==> config.mk <==
export PLATFORM = sky130hd
export DESIGN_NAME = result_collector
export DESIGN_NICKNAME = d
export VERILOG_FILES = /design/src/rtl/result_pkg.sv /design/src/rtl/result_fifo.sv /design/src/rtl/result_collector.sv
export SDC_FILE = /design/constraint.sdc
export NUM_CORES = 1
export LEC_CHECK = 0
export BUFFER_PORTS_ARGS = -buffer_cell sky130_fd_sc_hd__buf_4
export CAP_MARGIN = 10
export CORE_ASPECT_RATIO = 1.4
export CORE_MARGIN = 2
export CORE_UTILIZATION = 41
export CTS_BUF_LIST = sky130_fd_sc_hd__clkbuf_16
export CTS_CLUSTER_DIAMETER = 120
export DETAILED_ROUTE_END_ITERATION = 8
export PLACE_DENSITY = 0.7
export SYNTH_ARGS = -nofsm -noshare
export SYNTH_HDL_FRONTEND = slang
export SYNTH_SLANG_ARGS = --single-unit
==> constraint.sdc <==
create_clock -name clk -period 3.51 [get_ports clk]
set_clock_uncertainty 0.05 [all_clocks]
set_input_delay 0.5265 -clock clk [delete_from_list [all_inputs] [get_ports clk]]
set_output_delay 0.5265 -clock clk [all_outputs]
set_load 0.01 [all_outputs]
==> src/rtl/result_pkg.sv <==
// result_pkg: shared types and constants for the result collector.
// Entries are packed {class, float}; classification is done on raw IEEE-754 bits.
package result_pkg;

  typedef enum logic [1:0] {
    IDLE    = 2'd0,
    WAIT    = 2'd1,
    CAPTURE = 2'd2
  } state_e;

  localparam logic [31:0] THRESH_HALF = 32'h3F00_0000;
  localparam int          ENTRY_W     = 33;

  // Positive, non-NaN and magnitude >= 0.5; +Inf lands in class 1 naturally.
  function automatic logic classify(input logic [31:0] f);
    logic is_nan;
    is_nan = (f[30:23] == 8'hFF) && (f[22:0] != 23'd0);
    return !f[31] && (f[30:0] >= THRESH_HALF[30:0]) && !is_nan;
  endfunction

endpackage

==> src/rtl/result_fifo.sv <==
// result_fifo: synchronous FIFO with a registered head entry.
// A push is accepted when full if a pop happens on the same edge.
module result_fifo #(
  parameter int FIFO_DEPTH = 4,
  parameter int ENTRY_W    = 33
) (
  input  logic               clk,
  input  logic               srst,
  input  logic               push,
  input  logic [ENTRY_W-1:0] push_data,
  input  logic               pop,
  output logic               full,
  output logic               empty,
  output logic               head_valid,
  output logic [ENTRY_W-1:0] head_data
);

  localparam int AW = $clog2(FIFO_DEPTH);
  localparam logic [AW:0] PTR_ONE = {{AW{1'b0}}, 1'b1};

  logic [ENTRY_W-1:0] mem_q [FIFO_DEPTH];
  logic [AW:0]        wr_ptr_q, wr_ptr_d;
  logic [AW:0]        rd_ptr_q, rd_ptr_d;
  logic [ENTRY_W-1:0] head_q, head_d;
  logic               valid_q, valid_d;
  logic               do_push, do_pop;

  always_comb begin
    empty    = (wr_ptr_q == rd_ptr_q);
    full     = (wr_ptr_q[AW] != rd_ptr_q[AW]) && (wr_ptr_q[AW-1:0] == rd_ptr_q[AW-1:0]);
    do_pop   = pop && !empty;
    do_push  = push && (!full || do_pop);
    wr_ptr_d = do_push ? wr_ptr_q + PTR_ONE : wr_ptr_q;
    rd_ptr_d = do_pop  ? rd_ptr_q + PTR_ONE : rd_ptr_q;
    valid_d  = (wr_ptr_d != rd_ptr_d);
    head_d   = head_q;
    // The next head is either the entry being written right now or one already stored.
    if (valid_d) begin
      if (do_push && (wr_ptr_q[AW-1:0] == rd_ptr_d[AW-1:0])) begin
        head_d = push_data;
      end else begin
        head_d = mem_q[rd_ptr_d[AW-1:0]];
      end
    end
  end

  always_ff @(posedge clk) begin
    if (do_push) begin
      mem_q[wr_ptr_q[AW-1:0]] <= push_data;
    end
  end

  always_ff @(posedge clk) begin
    if (srst) begin
      wr_ptr_q <= '0;
      rd_ptr_q <= '0;
      head_q   <= '0;
      valid_q  <= 1'b0;
    end else begin
      wr_ptr_q <= wr_ptr_d;
      rd_ptr_q <= rd_ptr_d;
      head_q   <= head_d;
      valid_q  <= valid_d;
    end
  end

  assign head_valid = valid_q;
  assign head_data  = head_q;

endmodule

==> src/rtl/result_collector.sv <==
// result_collector: samples the output layer's sigmoid once per index window,
// classifies it against 0.5 and queues it. Define RESULT_STATS_EN for push counters.
module result_collector
  import result_pkg::*;
#(
  parameter int COUNTER_END = 5,
  parameter int PIPE_LAT    = 2,
  parameter int FIFO_DEPTH  = 4
) (
  input  logic        clk,
  input  logic        rstn,
  input  logic [31:0] index,
  input  logic [31:0] data_in,
  input  logic        out_ready,
  input  logic        clear_ovf,
  output logic        out_valid,
  output logic [31:0] out_data,
  output logic        out_class,
  output logic        overflow,
  output logic [15:0] pos_count,
  output logic [15:0] total_count
);

  localparam int            CW       = $clog2(COUNTER_END + 1);
  localparam logic [31:0]   LAST_IDX = 32'(COUNTER_END - 1);
  localparam logic [CW-1:0] LAT_INIT = CW'(PIPE_LAT);
  localparam logic [CW-1:0] CNT_ONE  = CW'(1);

  logic [31:0]        prev_index_q, prev_index_d;
  state_e             state_q, state_d;
  logic [CW-1:0]      cnt_q, cnt_d;
  logic               overflow_q, overflow_d;
  logic               wrap, capture, pop, push_ok, drop;
  logic               fifo_full, fifo_empty, head_valid;
  logic [ENTRY_W-1:0] push_entry, head_data;

  always_comb begin
    prev_index_d = index;
    wrap         = (prev_index_q == LAST_IDX) && (index == 32'd0);
    state_d      = state_q;
    cnt_d        = cnt_q;
    capture      = 1'b0;
    case (state_q)
      IDLE: begin
        if (wrap) begin
          if (PIPE_LAT == 0) begin
            state_d = CAPTURE;
          end else begin
            state_d = WAIT;
            cnt_d   = LAT_INIT;
          end
        end
      end
      WAIT: begin
        if (cnt_q == CNT_ONE) begin
          state_d = CAPTURE;
          cnt_d   = '0;
        end else begin
          cnt_d = cnt_q - CNT_ONE;
        end
      end
      CAPTURE: begin
        capture = 1'b1;
        state_d = IDLE;
      end
      default: state_d = IDLE;
    endcase
  end

  always_comb begin
    push_entry = {classify(data_in), data_in};
    pop        = head_valid && out_ready;
    push_ok    = capture && (!fifo_full || pop);
    drop       = capture && !push_ok;
    // A drop in the same cycle as a clear leaves the flag set.
    overflow_d = drop ? 1'b1 : (clear_ovf ? 1'b0 : overflow_q);
  end

  always_ff @(posedge clk) begin
    if (rstn) begin
      prev_index_q <= '0;
      state_q      <= IDLE;
      cnt_q        <= '0;
      overflow_q   <= 1'b0;
    end else begin
      prev_index_q <= prev_index_d;
      state_q      <= state_d;
      cnt_q        <= cnt_d;
      overflow_q   <= overflow_d;
    end
  end

  result_fifo #(
    .FIFO_DEPTH (FIFO_DEPTH),
    .ENTRY_W    (ENTRY_W)
  ) u_fifo (
    .clk        (clk),
    .srst       (rstn),
    .push       (capture),
    .push_data  (push_entry),
    .pop        (pop),
    .full       (fifo_full),
    .empty      (fifo_empty),
    .head_valid (head_valid),
    .head_data  (head_data)
  );

  assign out_valid = head_valid && !fifo_empty;
  assign out_data  = head_data[31:0];
  assign out_class = head_data[ENTRY_W-1];
  assign overflow  = overflow_q;

`ifdef RESULT_STATS_EN
  logic [15:0] pos_count_q, pos_count_d;
  logic [15:0] total_count_q, total_count_d;

  always_comb begin
    pos_count_d   = pos_count_q;
    total_count_d = total_count_q;
    if (push_ok) begin
      total_count_d = total_count_q + 16'd1;
      if (push_entry[ENTRY_W-1]) begin
        pos_count_d = pos_count_q + 16'd1;
      end
    end
  end

  always_ff @(posedge clk) begin
    if (rstn) begin
      pos_count_q   <= '0;
      total_count_q <= '0;
    end else begin
      pos_count_q   <= pos_count_d;
      total_count_q <= total_count_d;
    end
  end

  assign pos_count   = pos_count_q;
  assign total_count = total_count_q;
`else
  assign pos_count   = '0;
  assign total_count = '0;
`endif

endmodule

* After elaboration in Yosys (flattened, before gate mapping)
Memories as Yosys holds them, arrays and structs flattened. A register that Yosys moved wholly into a read port is not among the register bits.
Cells that the tools add are included.
** Storage, ports and cells
- Memories :: 1
- Memory bits (read-only) :: 0
- Register bits :: 45
- Logic and storage cells :: 61
- Output and inout port bits :: 67
- Latch bits :: 0
- RAM bits :: 132
** Cells by class
- Equal/unequal tests :: 11
- $lt $le $gt $ge :: 1
- Reduce and logical (&&, ||, !) cells :: 25
- Bitwise logic cells :: 0
- Muxes and demuxes :: 13
- Multipliers :: 0
- Add/sub/neg operators :: 3
- Divide/modulo/power cells :: 0
- Shifts and indexed selects :: 0
** Memory list
- u_fifo.mem_q :: depth 4, width 33, read ports 1, clocked after memory_dff 1, write ports 1, line result_fifo.sv:21 : logic [ENTRY_W-1:0] mem_q [FIFO_DEPTH];
** Operators by type and width (number)
- $eq A32 B3 Y1 const B :: 1
- $logic_not A32 Y1 :: 1
- $ge A31 B30 Y1 const B :: 1
- $reduce_bool A23 Y1 :: 1
- $mux W3 :: 4
- $logic_and A1 B1 Y1 :: 11
- $eq A8 B8 Y1 const B :: 1
- $add A3 B1 Y3 const B :: 2
- $pmux W3 S2 :: 1
- $logic_not A1 Y1 :: 5
- $mux W1 :: 5
- $mux W2 :: 2
- $ne A2 B2 Y1 const B :: 2
- $pmux W2 S2 :: 1
- $reduce_and A2 Y1 :: 2
- $reduce_bool A2 Y1 :: 2
- $eq A3 B1 Y1 const B :: 1
- $eq A3 B3 Y1 :: 1
- $ne A3 B3 Y1 :: 1
- $sub A3 B1 Y3 const B :: 1
- $eq A2 B1 Y1 const B :: 1
- $eq A2 B2 Y1 :: 1
- $eq A2 B2 Y1 const B :: 1
- $logic_not A2 Y1 :: 1
- other kinds (2) :: 3

* Longest topological paths before layout
- Depth in word-level cells :: 8
- Gate-level depth with buffers :: 9
- Gate-level depth less buffers :: 7

* Cells and area by module
Synthesis repeated with hierarchy kept, for this count alone.
** Second synthesis, totals
- Cells, all modules :: 736
- Area, all modules :: 9132.5 µm²
** Modules (own cells, without submodules)
- result_fifo :: area each 7480.9 µm², cells each 560, instances 1, seq. area each 4764.6 µm²
- result_collector :: area each 1651.6 µm², cells each 176, instances 1, seq. area each 760.7 µm²

* Least setup slack after synthesis
OpenSTA, ideal clock, no wires.
- Path kind :: register to register
- From :: register u_fifo.wr_ptr_q[1]
- To :: register u_fifo.head_q[32], in the netlist u_fifo.head_data[32], read port of u_fifo.mem_q
- Stages on the path, launching flop included :: 9
- Arrival time :: 2331 ps
- Buffers on the path :: 2
- Library setup time :: 88 ps
- Slack :: 1040 ps
- Data required time :: 3372 ps
- Cells stage by stage :: dfxtp_1 > xnor2_2 > a31oi_4 > mux2i_1 > mux2_1 > buf_2 > buf_6 > a311o_1 > a311oi_2
** Between the ends
- Longest elaborated chain between the ends :: 7
- Elaborated cells on any way between the ends :: 12
** RTL lines
- start: declaration :: line result_fifo.sv:22 : logic [AW:0] wr_ptr_q, wr_ptr_d;
- start signal: assignment :: line result_fifo.sv:60 : wr_ptr_q <= wr_ptr_d;
- $eq A3 B3 Y1 / $eq A2 B2 Y1 (equally long branches) :: line result_fifo.sv:29, result_fifo.sv:30
- $logic_not A1 Y1 / $logic_and A1 B1 Y1 (equally long branches) :: line result_fifo.sv:31, result_fifo.sv:30
- $logic_and A1 B1 Y1 / $logic_not A1 Y1 (equally long branches) :: line result_fifo.sv:31, result_fifo.sv:32
- $logic_or A1 B1 Y1 :: line result_fifo.sv:32 : do_push = push && (!full || do_pop);
- $logic_and A1 B1 Y1 :: line result_fifo.sv:32
- $mux W3 :: line result_fifo.sv:33 : wr_ptr_d = do_push ? wr_ptr_q + PTR_ONE : wr_ptr_q;
- $ne A3 B3 Y1 :: line result_fifo.sv:35 : valid_d = (wr_ptr_d != rd_ptr_d);
- end: declaration :: line result_fifo.sv:24 : logic [ENTRY_W-1:0] head_q, head_d;
Parallel ways exist; a longest one is shown, timed or not.
A chain may end at the register's enable or synchronous reset.

* Final worst setup path
- From :: register u_fifo.rd_ptr_q[2]
- To :: register u_fifo.head_q[1], in the netlist u_fifo.head_data[1], read port of u_fifo.mem_q
** Between the ends
- Longest elaborated chain between the ends :: 7
- Elaborated cells on any way between the ends :: 12
** RTL lines
- start: declaration :: line result_fifo.sv:23 : logic [AW:0] rd_ptr_q, rd_ptr_d;
- start signal: assignment :: line result_fifo.sv:61 : rd_ptr_q <= rd_ptr_d;
- $eq A3 B3 Y1 / $ne A1 B1 Y1 (equally long branches) :: line result_fifo.sv:29, result_fifo.sv:30
- $logic_not A1 Y1 / $logic_and A1 B1 Y1 (equally long branches) :: line result_fifo.sv:31, result_fifo.sv:30
- $logic_and A1 B1 Y1 / $logic_not A1 Y1 (equally long branches) :: line result_fifo.sv:31, result_fifo.sv:32
- $logic_or A1 B1 Y1 :: line result_fifo.sv:32
- $logic_and A1 B1 Y1 :: line result_fifo.sv:32
- $mux W3 :: line result_fifo.sv:33
- $ne A3 B3 Y1 :: line result_fifo.sv:35
Parallel ways exist; a longest one is shown, timed or not.

==> results summary <==
The global-route wire length before repair came out at 33.06 mm. The leakage power is 3.741 nW. The final count of pins violating max slew was 0. The timing-limited maximum frequency is 328.5 MHz.

From synthesis to final layout, the design area changed by 18.81%. The initial detailed-routing violation count came out at 452. The die height is 179.2 um. Pin placement for this block handled 135 I/O pins. The number of sinks on the clock net is 210. The overall global routing resource usage is 18.30%. The average via count per standard cell is 5.514.

The fraction of the cycle the final worst path needs came out at 86.74%. The smallest clock period supported by the final layout is computed as 3.045 ns. The register bit total from synthesis came out at 210. After the flow finishes, the layout carries non-filler instances totaling 1140. The run finished with clean final reports.

The critical path in this run is classified as flop to flop. The HPWL after detailed placement came out at 13.17 mm. The die covers 23140 um2. The buffering stage count on the worst path with inverters included is 1. In this run the remaining antenna-violating nets after routing total 0. The die is 129.1 um wide. The routability-driven placement congestion ratio came out at 0.7932. The count of buffers from port buffering is 102. The register area share after synthesis came out at 61.47%.

Hold repair after CTS inserted 0 buffers. After detailed routing, the number of remaining DRC violations is 0. The number of warnings issued by yosys came out at 0.

Headroom to the max-slew limit came out at 29.67%. For this run, the post-layout net count is 903. After detailed placement, the design holds a cell count of 1102. Wires add up to 21.87 mm. The row count is 64.

The mean area per synthesized cell came out at 12.23 um2. The clock-pin transition on the worst setup and hold timing paths came out at 0.06 ns. The area of the multi-input gates is 3090 um2. In the synthesized netlist the dominant register cell turns out to be edfxtp_1. The sum of internal, switching and leakage power is 0.005026 W.

The signal arrival time at the worst endpoint is 3.40 ns. The area taken by flip-flops and latches is 5525 um2. The cell with the largest stage delay on the worst path is xnor2_2. The number of iterations in the first detailed-routing pass is 4.

The async set or reset register ratio after synthesis is 0%. The core outline area is 21700 um2. The number of endpoints failing setup at the final stage is 0. The maximum fanout encountered on the critical timing path is 20. The average wire per cell in the routed design came out at 19.19 um. The final sum of negative setup slack is 0 ns.

TritonCTS built the clock tree. Buffers added to address setup during post-CTS repair amount to 0. The clock tree root driver cell is clkbuf_16. At the pin with the least slew margin, the transition time is 1.055 ns.

The final-report hold violation count is 0. 0 antenna diodes ended up in the layout. The fraction of layout instances using a drive strength above 1 is 22.89%. The via count of the first global-routing pass is 6056. VDD sags by at most 0.3817 mV. The netlist area before placement is 8989 um2. Data on the critical path is required at its endpoint by 3.87 ns.

The largest net degree at the start of global routing is 79. For the worst-skew pair, the clock arrives at the later sink with an insertion delay of 0.50 ns. The gate count after technology mapping came out at 735. The sort of element at the end of the critical path is a flop. The residual overflow from global routing came out at 0. The cell family with the largest share of critical-path delay is XOR/XNOR gates. Setup repair after global routing left no endpoint under its margin. In this run the power density over the cells is 470.7 nW/um2. Traced cell by cell, the critical path runs through xnor2_1 -> a31oi_4 -> mux2_2 -> xnor2_2 -> buf_12 -> nor3_1 -> a311oi_2. The number of gates resized after cts is 0. The CTS H-tree depth came out at 1. The number of different library cells used by synthesis comes to 50. The total of fill cells in the finished design is 1890. The number of antenna violations at the first check in global routing is 0.

The final setup slack of the worst path came out at 0.4654 ns. At the end of the flow the core is filled with cells to 49.21%. At the placement stage, the worst setup path has a slack of 0.3919 ns. The min-delay analysis places its worst path in the category input port to flop. In this run the deepest clock path goes through 3 buffers. The number of max-capacitance violations reported came out at 0.

The worst setup path is launched from a flop. The number of synthesized flops with an enable pin came out at 132. For this configuration, the core starts out at a cell density of 41.42%. The vias after detailed routing came out at 6286.

Clock tree synthesis inserted a total of 21 buffers. For this run, the slowest stage of the critical path takes 0.78 ns.
through the flow:
stage / instance area [um2] / hold slack, ns
after global routing: 10680 / 0.1906
after floorplan: 9105 / 0.3841
after CTS: 10680 / 0.1898
after detailed placement: 10000 / 0.4198
after global placement: 10000 / 0.4012
final: 10680 / 0.1978
registers in the layout, summed over array words and instances, names as in the netlist:
register and flops:
u_fifo.mem_q 132, u_fifo.head_data 33, prev_index_q 32, cnt_q 3, u_fifo.rd_ptr_q 3, u_fifo.wr_ptr_q 3
state_q 2, overflow 1, u_fifo.head_valid 1
cell families after synthesis:
family / share of synthesized area [%]
fa+ha+maj: 0.9743
flops: 61.47
compound gates: 14.96
buf+inv: 5.721
mux: 0.6960
other cells: 0.04172
simple gates: 14.89
xor+xnor: 1.239
layout make-up:
| cell class | instances | area share (%) |
|---|---|---|
| repair buffers | 123 | 9.233 |
| clock inverters | 17 | 1.441 |
| multi-input cells | 465 | 28.94 |
| inverters | 7 | 0.2460 |
| clock buffers | 21 | 4.921 |
| flip-flops and latches | 210 | 51.74 |
| well taps | 297 | 3.480 |
cells in the mapped netlist (all sizes together), types with 2 or more instances:
master   instances  area (um2)
dfxtp           78        1562
mux2             2       22.52
nor2            18       70.07
a41oi            2       32.53
and2             6       37.54
xnor2            8       85.08
nor4            21       131.4
edfxtp         132        3964
clkbuf          28       105.1
inv              7       26.28
nor2b           34       212.7
nor3            38       190.2
a21oi           11       55.05
a2111oi          2       17.52
nand2b           2       12.51
buf             56       382.9
xor2             3       26.28
ha               7       87.58
a311oi          34       473.0
mux2i            4       40.04
nand3            8       40.04
o21ai            7       35.03
a211oi          36       270.3
and3            33       206.5
a31oi            4       40.04
a311o           32       320.3
o311ai           2       17.52
nand2          102       382.9
nand4            5       31.28
cell usage in the layout (no fill, tap or decap), drive strengths merged, types with 8 or more instances in the layout:
cell type / n
nand3: 8
inv: 9
clkinv: 12
nor2: 18
a211oi: 36
conb: 32
a311oi: 34
a21oi: 11
dfxtp: 78
nor2b: 34
edfxtp: 132
xnor2: 8
nor3: 38
and3: 33
buf: 123
a311o: 32
nand2: 102
clkbuf: 21
nor4: 21
routing by layer:
metal,global-route usage (%),vias up,part of all wire (%)
met4,6.884,0,2.6
met5,0,-,0
met3,2.447,51,4.9
met1,22.65,3113,42
li1,-,2916,-
met2,32.32,206,50
final timing paths:
| check | from | cells past startpoint | slack (ns) | endpoint |
|---|---|---|---|---|
| worst min register to register | cnt_q[2] | 1 | 0.43 | state_q[1] |
| worst max-delay path | u_fifo.rd_ptr_q[2] | 7 | 0.47 | u_fifo.head_data[1] |
| worst min-delay path | data_in[8] | 1 | 0.20 | u_fifo.mem_q[1][8] |
| worst max register to register | u_fifo.rd_ptr_q[2] | 7 | 0.47 | u_fifo.head_data[1] |
worst register-to-register path, delay by kind of cell, from the launching register on:
family	cells	cell delay [ns]
XOR/XNOR	2	1.33
AO/OA/AOI/OAI	2	0.48
multiplexers	1	0.39
flip-flops	1	0.36
buffers and inverters	1	0.27
AND/OR/NAND/NOR	1	0.09
where the power goes:
part | switching, W | leakage (nW) | internal [W]
Combinational | 0.0000919 | 1.58 | 0.0000652
Clock | 0.000917 | 0.342 | 0.00131
Sequential | 0.00000542 | 1.82 | 0.00264
Power figures use the tool's default switching activity.
